[src/rtl/lsu_pkg.sv]
// Shared encodings for the load/store unit: access sizes, FSM states and the
// alignment rule used to reject a request before it touches memory.
package lsu_pkg;

  localparam logic [1:0] SZ_BYTE = 2'b00;
  localparam logic [1:0] SZ_HALF = 2'b01;
  localparam logic [1:0] SZ_WORD = 2'b10;

  typedef enum logic [2:0] {
    IDLE  = 3'd0,
    RD    = 3'd1,
    LD    = 3'd2,
    MERGE = 3'd3,
    WR    = 3'd4,
    ERR   = 3'd5
  } lsu_state_e;

  // Size 11 is treated as misaligned so that all bad requests share one path.
  function automatic logic is_misaligned(input logic [1:0] size, input logic [1:0] off);
    logic bad;
    bad = 1'b0;
    case (size)
      SZ_BYTE: bad = 1'b0;
      SZ_HALF: bad = off[0];
      SZ_WORD: bad = (off != 2'b00);
      default: bad = 1'b1;
    endcase
    return bad;
  endfunction

endpackage

[src/rtl/lsu_align.sv]
// Combinational lane logic: extracts and extends a sub-word load, and merges
// sub-word store data into the word read back from RAM.
module lsu_align
  import lsu_pkg::*;
#(
  parameter int N = 32
) (
  input  logic [1:0]   size_i,
  input  logic         unsigned_i,
  input  logic [1:0]   off_i,
  input  logic [N-1:0] rdata_i,
  input  logic [N-1:0] wdata_i,
  output logic [N-1:0] load_data_o,
  output logic [N-1:0] merge_data_o
);

  logic [7:0]  byte_sel;
  logic [15:0] half_sel;
  logic        sign_bit;

  always_comb begin
    byte_sel    = rdata_i[{off_i, 3'b000} +: 8];
    half_sel    = rdata_i[{off_i[1], 4'b0000} +: 16];
    sign_bit    = 1'b0;
    load_data_o = rdata_i;
    case (size_i)
      SZ_BYTE: begin
        sign_bit    = byte_sel[7] & ~unsigned_i;
        load_data_o = {{(N-8){sign_bit}}, byte_sel};
      end
      SZ_HALF: begin
        sign_bit    = half_sel[15] & ~unsigned_i;
        load_data_o = {{(N-16){sign_bit}}, half_sel};
      end
      default: load_data_o = rdata_i;
    endcase
  end

  // Only the addressed lane is replaced; every other byte keeps RAM contents.
  always_comb begin
    merge_data_o = rdata_i;
    case (size_i)
      SZ_BYTE: merge_data_o[{off_i, 3'b000} +: 8]     = wdata_i[7:0];
      SZ_HALF: merge_data_o[{off_i[1], 4'b0000} +: 16] = wdata_i[15:0];
      default: merge_data_o = wdata_i;
    endcase
  end

endmodule

[src/rtl/load_store_unit.sv]
// Single-outstanding load/store unit in front of a word RAM with registered
// read data; sub-word stores are done as read-modify-write.
module load_store_unit
  import lsu_pkg::*;
#(
  parameter int n = 32
) (
  input  logic         clk,
  input  logic         reset,
  input  logic         req_valid,
  output logic         req_ready,
  input  logic         req_write,
  input  logic [1:0]   req_size,
  input  logic         req_unsigned,
  input  logic [n-1:0] req_addr,
  input  logic [n-1:0] req_wdata,
  output logic         resp_valid,
  output logic [n-1:0] resp_rdata,
  output logic         resp_err,
  output logic         mem_we,
  output logic [n-1:0] mem_addr,
  output logic [n-1:0] mem_wdata,
  input  logic [n-1:0] mem_rdata,
  output lsu_state_e   dbg_state
);

  // Handshake: a request transfers on a rising edge where req_valid && req_ready;
  // all req_* fields are captured on that edge, and resp_valid is a single-cycle
  // pulse that never back-pressures.

  lsu_state_e     state_q, state_d;
  logic [n-1:0]   addr_q, addr_d;
  logic [n-1:0]   wdata_q, wdata_d;
  logic [1:0]     size_q, size_d;
  logic           write_q, write_d;
  logic           unsigned_q, unsigned_d;

  logic           ready_c, resp_valid_c, resp_err_c, we_c;
  logic [n-1:0]   rdata_c, wdata_c;
  logic [n-1:0]   load_data, merge_data;

  lsu_align #(.N(n)) u_align (
    .size_i       (size_q),
    .unsigned_i   (unsigned_q),
    .off_i        (addr_q[1:0]),
    .rdata_i      (mem_rdata),
    .wdata_i      (wdata_q),
    .load_data_o  (load_data),
    .merge_data_o (merge_data)
  );

  always_ff @(posedge clk) begin
    if (reset) begin
      state_q    <= IDLE;
      addr_q     <= '0;
      wdata_q    <= '0;
      size_q     <= SZ_BYTE;
      write_q    <= 1'b0;
      unsigned_q <= 1'b0;
    end else begin
      state_q    <= state_d;
      addr_q     <= addr_d;
      wdata_q    <= wdata_d;
      size_q     <= size_d;
      write_q    <= write_d;
      unsigned_q <= unsigned_d;
    end
  end

  always_comb begin
    state_d      = state_q;
    addr_d       = addr_q;
    wdata_d      = wdata_q;
    size_d       = size_q;
    write_d      = write_q;
    unsigned_d   = unsigned_q;
    ready_c      = 1'b0;
    resp_valid_c = 1'b0;
    resp_err_c   = 1'b0;
    rdata_c      = '0;
    we_c         = 1'b0;
    wdata_c      = '0;
    case (state_q)
      IDLE: begin
        ready_c = 1'b1;
        if (req_valid) begin
          addr_d     = req_addr;
          wdata_d    = req_wdata;
          size_d     = req_size;
          write_d    = req_write;
          unsigned_d = req_unsigned;
          if (is_misaligned(req_size, req_addr[1:0])) begin
            state_d = ERR;
          end else if (req_write && (req_size == SZ_WORD)) begin
            state_d = WR;
          end else begin
            state_d = RD;
          end
        end
      end
      RD: begin
        state_d = write_q ? MERGE : LD;
      end
      LD: begin
        resp_valid_c = 1'b1;
        rdata_c      = load_data;
        state_d      = IDLE;
      end
      MERGE: begin
        we_c         = 1'b1;
        wdata_c      = merge_data;
        resp_valid_c = 1'b1;
        state_d      = IDLE;
      end
      WR: begin
        we_c         = 1'b1;
        wdata_c      = wdata_q;
        resp_valid_c = 1'b1;
        state_d      = IDLE;
      end
      ERR: begin
        resp_valid_c = 1'b1;
        resp_err_c   = 1'b1;
        state_d      = IDLE;
      end
      default: state_d = IDLE;
    endcase
  end

  // Gating with reset keeps a reset edge from committing a write or a response.
  assign req_ready  = ready_c & ~reset;
  assign resp_valid = resp_valid_c & ~reset;
  assign resp_err   = resp_err_c & ~reset;
  assign resp_rdata = reset ? '0 : rdata_c;
  assign mem_we     = we_c & ~reset;
  assign mem_wdata  = wdata_c;
  assign mem_addr   = {2'b00, addr_q[n-1:2]};
  assign dbg_state  = state_q;

endmodule

[config.mk]
export PLATFORM = sky130hd
export DESIGN_NAME = load_store_unit
export DESIGN_NICKNAME = d
export VERILOG_FILES = /design/src/rtl/lsu_pkg.sv /design/src/rtl/lsu_align.sv /design/src/rtl/load_store_unit.sv
export SDC_FILE = /design/constraint.sdc
export NUM_CORES = 1
export LEC_CHECK = 0
export ABC_AREA = 1
export BUFFER_PORTS_ARGS = -buffer_cell sky130_fd_sc_hd__buf_2
export CORE_MARGIN = 3
export CORE_UTILIZATION = 50
export CTS_CLUSTER_DIAMETER = 200
export DETAILED_ROUTE_END_ITERATION = 7
export GPL_TIMING_DRIVEN = 0
export PLACE_DENSITY = 0.93
export REMOVE_ABC_BUFFERS = 1
export SETUP_SLACK_MARGIN = 0.05
export SYNTH_ARGS = -nofsm -noshare
export SYNTH_HDL_FRONTEND = slang
export SYNTH_SLANG_ARGS = --single-unit
[constraint.sdc]
create_clock -name clk -period 2.87 [get_ports clk]
set_input_delay 0.861 -clock clk [delete_from_list [all_inputs] [get_ports clk]]
set_output_delay 0.861 -clock clk [all_outputs]
set_load 0.01 [all_outputs]
### Word level (Yosys, flattened, before mapping)

Cells that the tools add are included.

* reductions and logical operators: 8
* mux-type cells: 19
* equality and inequality tests: 9
* $add $sub $neg: 2
* bitwise gates (word level): 8
* shift operators: 6

Operator list (number)
* 32-bit one-hot mux with 2 select lines: 3
* 32-bit bitwise mux: 2
* 32-bit 2-to-1 mux: 2
* 16-bit by 7-bit variable shift with 32-bit output, first input constant: 1
* 8-bit by 7-bit variable shift with 32-bit output, first input constant: 1
* 16-bit by 7-bit indexed part select with 32-bit output: 1
* 32-bit by 6-bit indexed part select with 16-bit output: 1
* 32-bit by 6-bit indexed part select with 8-bit output: 1
* 8-bit by 7-bit indexed part select with 32-bit output: 1
* 5-bit negator with 7-bit output: 2
* 3-bit 2-to-1 mux: 3
* 1-bit 2-to-1 mux: 7
* 1-bit AND: 6
* 3-bit by 2-bit equality test with 1-bit output, second input constant: 2
* 3-bit equality test, second input constant: 2
* 3-bit one-hot mux with 2 select lines: 1
* 2-bit by 1-bit equality test with 1-bit output, second input constant: 2
* 2-bit logical NOT: 2
* 4-bit OR reduction: 1
* 3-bit by 1-bit equality test with 1-bit output, second input constant: 1
* 3-bit logical NOT: 1
* 1-bit one-hot mux with 3 select lines: 1
* 2-bit equality test, second input constant: 1
* 2-bit inequality test, second input constant: 1
* other kinds (5): 6

* output and inout bits: 103
* bits in registers: 71

### Logic depth before layout (Yosys ltp)

* word-level depth: 7
* gate-level depth with buffers: 11

### By module

From an unflattened synthesis, not the netlist that was laid out.

* cells, all modules: 1004
* area, all modules: 5789.3 um^2

Modules (own cells, without submodules)
* load_store_unit: area an instance 3593.4 um^2, cells each 543, instances 1
* lsu_align: area an instance 2195.9 um^2, cells each 461, instances 1

### Worst setup path before layout

OpenSTA, ideal clock, no wires.

* path type: reg-to-output
* start point: reg addr_q[1]
* end point: out mem_wdata[12]
* buffers on the path: 3
* path slack: 0.223 ns
* required time: 2.009 ns
* cell stages (with the launch flop): 11
* arrival: 1.786 ns
* cell sequence: dfxtp_1 -> inv_2 -> buf_6 -> buf_2 -> ha_1 -> inv_1 -> clkbuf_1 -> nand3_1 -> o21ai_0 -> nand3_1 -> o21ai_0

* longest elaborated chain between the ends: 5
* elaborated cells on any way between the ends: 10
* classes of those cells: add/sub (2); shift (4); mux (4)

Ends and longest elaborated chain
* start: declaration: RTL line load_store_unit.sv:32 `logic [n-1:0] addr_q, addr_d;`
* start signal: assignment: RTL line load_store_unit.sv:62 `addr_q <= addr_d;`
* 5-bit negator with 7-bit output, on equally long branches: RTL line lsu_align.sv:44, lsu_align.sv:43
* 16-bit by 7-bit indexed part select with 32-bit output (tied with other cells): RTL line lsu_align.sv:44 `SZ_HALF: merge_data_o[{off_i[1], 4'b0000} +: 16] = wdata_i[15:0];`
* 32-bit bitwise mux, on equally long branches: RTL line lsu_align.sv:44, lsu_align.sv:43
* 32-bit one-hot mux with 2 select lines *: RTL line lsu_align.sv:42 `case (size_i)`
* 32-bit one-hot mux with 2 select lines *: RTL line load_store_unit.sv:83 `case (state_q)`
* end: declaration: RTL line load_store_unit.sv:22 `output logic [n-1:0] mem_wdata,`

Mark *: on every way between the ends. The rest lies on a longest branch, timed or not.

### Worst setup path in the final report

* start point: in reset
* end point: out resp_rdata[1]

* longest elaborated chain between the ends: 1

Ends and longest elaborated chain
* start: declaration: RTL line load_store_unit.sv:9 `input logic reset,`
* 32-bit 2-to-1 mux: RTL line load_store_unit.sv:134 `assign resp_rdata = reset ? '0 : rdata_c;`
* end: declaration: RTL line load_store_unit.sv:18 `output logic [n-1:0] resp_rdata,`

Every way passes these cells.

==> results.yml <==
cells_and_area:
  num_antenna_cells: 0
  layout_commonest_cell: "buf_2"
  fin_area_um2: 7143
  mostFrequentLayoutCells: "200 x buf_2, 165 x a21oi_1, 143 x nand2_1"
  area_growth_pct: 32.71
  fillers: 933
  ff_latch_area_um2: 1440
  drive_above_1_share: 0.3187
  multi_input_area_um2: 3219
  final_core_util: 0.6858
  num-nets-final: 1173
route:
  vias: 7368
  wire_per_inst_um: 18.92
  routed_wl_um: 22820
  drt_iter0_drc: 1055
  viasPerCell: 6.109
  drc: 3
  drt_first_pass_iters: 8
  ant_nets: 0
timing:
  fin_crit_ns: 2.932
  worst_slack_ns: -0.06224
  drv_slew: 0
  period_share: 1.022
  setup_viol: 3
  setup_tns_ns: -0.08548
  finalHoldViolations: 0
  slew-limit-headroom: 0.3284
  fmax_mhz: 341.0
  tightest_slew_ns: 1.007
  rsz0062_at_grt: "true"
  finalClockSkew_ns: 0.006890
placement:
  dp_hpwl_um: 12720
  placed_area_um2: 6008
  io_buffers: 203
  gp_congestion: 0.9479
clock_tree:
  clockRootBuffer: "clkbuf_8"
  insertion_delay_ns: 0.36
  cts_hold_buf: 0
  cts_tree: "yes"
  clk_pin_slew_ns: 0.09
  clk_path_buf_depth: 2
  numCtsBuffers: 9
  cts_sinks: 71
  h-tree-depth: 3
floorplan:
  die_area_um2: 12050
  io_pins: 206
  die_y_um: 109.8
  std_cell_rows: 37
  die_w_um: 109.8
  core_area_um2: 10420
  start_util: 0.5168
pwr:
  cellLeakagePower_nw: 3.507
  p_per_area_nw_per_um2: 491.5
  irDropWorstVdd_uv: 303.6
yosys:
  synth_cells: 882
  synthFlopType: "dfxtp_1"
  synth_edf_count: 0
  synth_top_cell_area_share: 0.2641
  ys_types: 29
  syn_avg_cell_area_um2: 6.103
  synthTopCellsByArea: "dfxtp_1 26%, a21oi_1 15%, o21ai_0 12%"
  yosysWarnings: 0
  yosysTopAreaCell: "dfxtp_1"
  synth_area_um2: 5383
  yosysSeqAreaShare: 0.2641
  synth_seq_cells: 71
  ys_async_sr_fraction: 0
global_routing:
  grt_antenna_before_repair: 0
  grt_pass1_wl_um: 30450
  grt_usage: 0.3227
  grt_pass1_vias: 6173
  grt-ovfl-total: 0
  grt_max_degree: 107
setup_path:
  slowest_stage: "buf_6"
  crit_path_start_kind: "input pin"
  critical_path_arrival_ns: 2.07
  cp.required_ns: 2.01
  reg2reg_slack_ns: 0.41
  path_cells: "buf_16, clkinv_16, nand4_1, buf_6, a31oi_1, nand3_1, inv_1, buf_2"
  cpPeakStageDelay_ns: 0.24
  end_kind: "output pin"
  critPathMaxFanout: 5
  worstSetupPathType: "input pin to output pin"
hold_path:
  hold_path.class: "flop to flop"
run:
  maxCapViolations: 0
outcome:
  violations: "DRC, setup timing"
  status: "complete, but fails checks"
per-layer routing:
layer | routed length [um] | share of wire | vias to the layer above | GRT usage
li1 | - | - | 3303 | -
met1 | 7853 | 0.34 | 3242 | 0.3871
met2 | 9957 | 0.44 | 629 | 0.5262
met3 | 3341 | 0.15 | 194 | 0.09982
met4 | 1665 | 0.073 | 0 | 0.1505
met5 | 0 | 0 | - | 0
report_power, final:
part           internal [mW]  switching (mW)  leakage, nW
Combinational          0.537           0.988         2.83
Clock                  0.331           0.463       0.0888
Sequential              1.10          0.0950        0.589
layout make-up:
type / count / share of cell area
Clock buffer: 9 / 0.01734
Clock inverter: 7 / 0.008583
Inverter: 112 / 0.07147
Multi-Input combinational cell: 608 / 0.4507
Sequential cell: 71 / 0.2016
Tap cell: 136 / 0.02382
Timing Repair Buffer: 257 / 0.2193
Timing Repair inverter: 6 / 0.007182
registers in the layout (all words and copies together), names as in the netlist:
name        flops
addr_q         32
wdata_q        32
dbg_state       3
size_q          2
unsigned_q      1
write_q         1
critical path, delay by kind of cell:
family	cells	cell delay (ns)
AO/OA/AOI/OAI	1	0.19
buffers and inverters	5	0.61
AND/OR/NAND/NOR	2	0.39
Yosys cell counts, types with 10 or more instances:
library cell,count
a211oi_1,10
a21oi_1,165
a31oi_1,10
buf_2,26
buf_4,36
clkbuf_1,28
dfxtp_1,71
inv_1,105
nand2_1,152
nand3_1,65
nor2_1,23
o211ai_1,22
o21ai_0,131
final timing paths:
check / startpoint / endpoint / cells past startpoint
max: reset / resp_rdata[1] / 8
min: write_q / write_q / 2
max reg2reg: dbg_state[2] / addr_q[4] / 7
min reg2reg: write_q / write_q / 2
logic make-up after synthesis:
logic type	Yosys count	share of synthesized area
buffers and inverters	208	0.1832
other	1	0.0006967
flip-flops	71	0.2641
AO/OA/AOI/OAI	343	0.3368
AND/OR/NAND/NOR	254	0.2036
adder cells (fa/ha/maj)	5	0.01162
stage by stage:
stage,std cells,hold WS [ns],setup slack (ns),power (mW)
2_1_floorplan,787,0.4255,-0.9042,1.882
3_3_place_gp,1126,0.4430,-2.567,2.266
3_5_place_dp,1126,0.4521,-1.809,2.291
4_1_cts,1165,0.4618,0.03362,3.241
5_1_grt,1206,0.4932,-0.05504,3.655
6_report,1206,0.4628,-0.06224,3.511
what timing repair did:
item                       CTS  global route
cloned                       5             9
setup buffers               18            32
pin swaps                    3            10
gates resized for setup     55            67
setup endpoints to repair   66            64
Note: power is estimated with default switching activity, not from simulation.
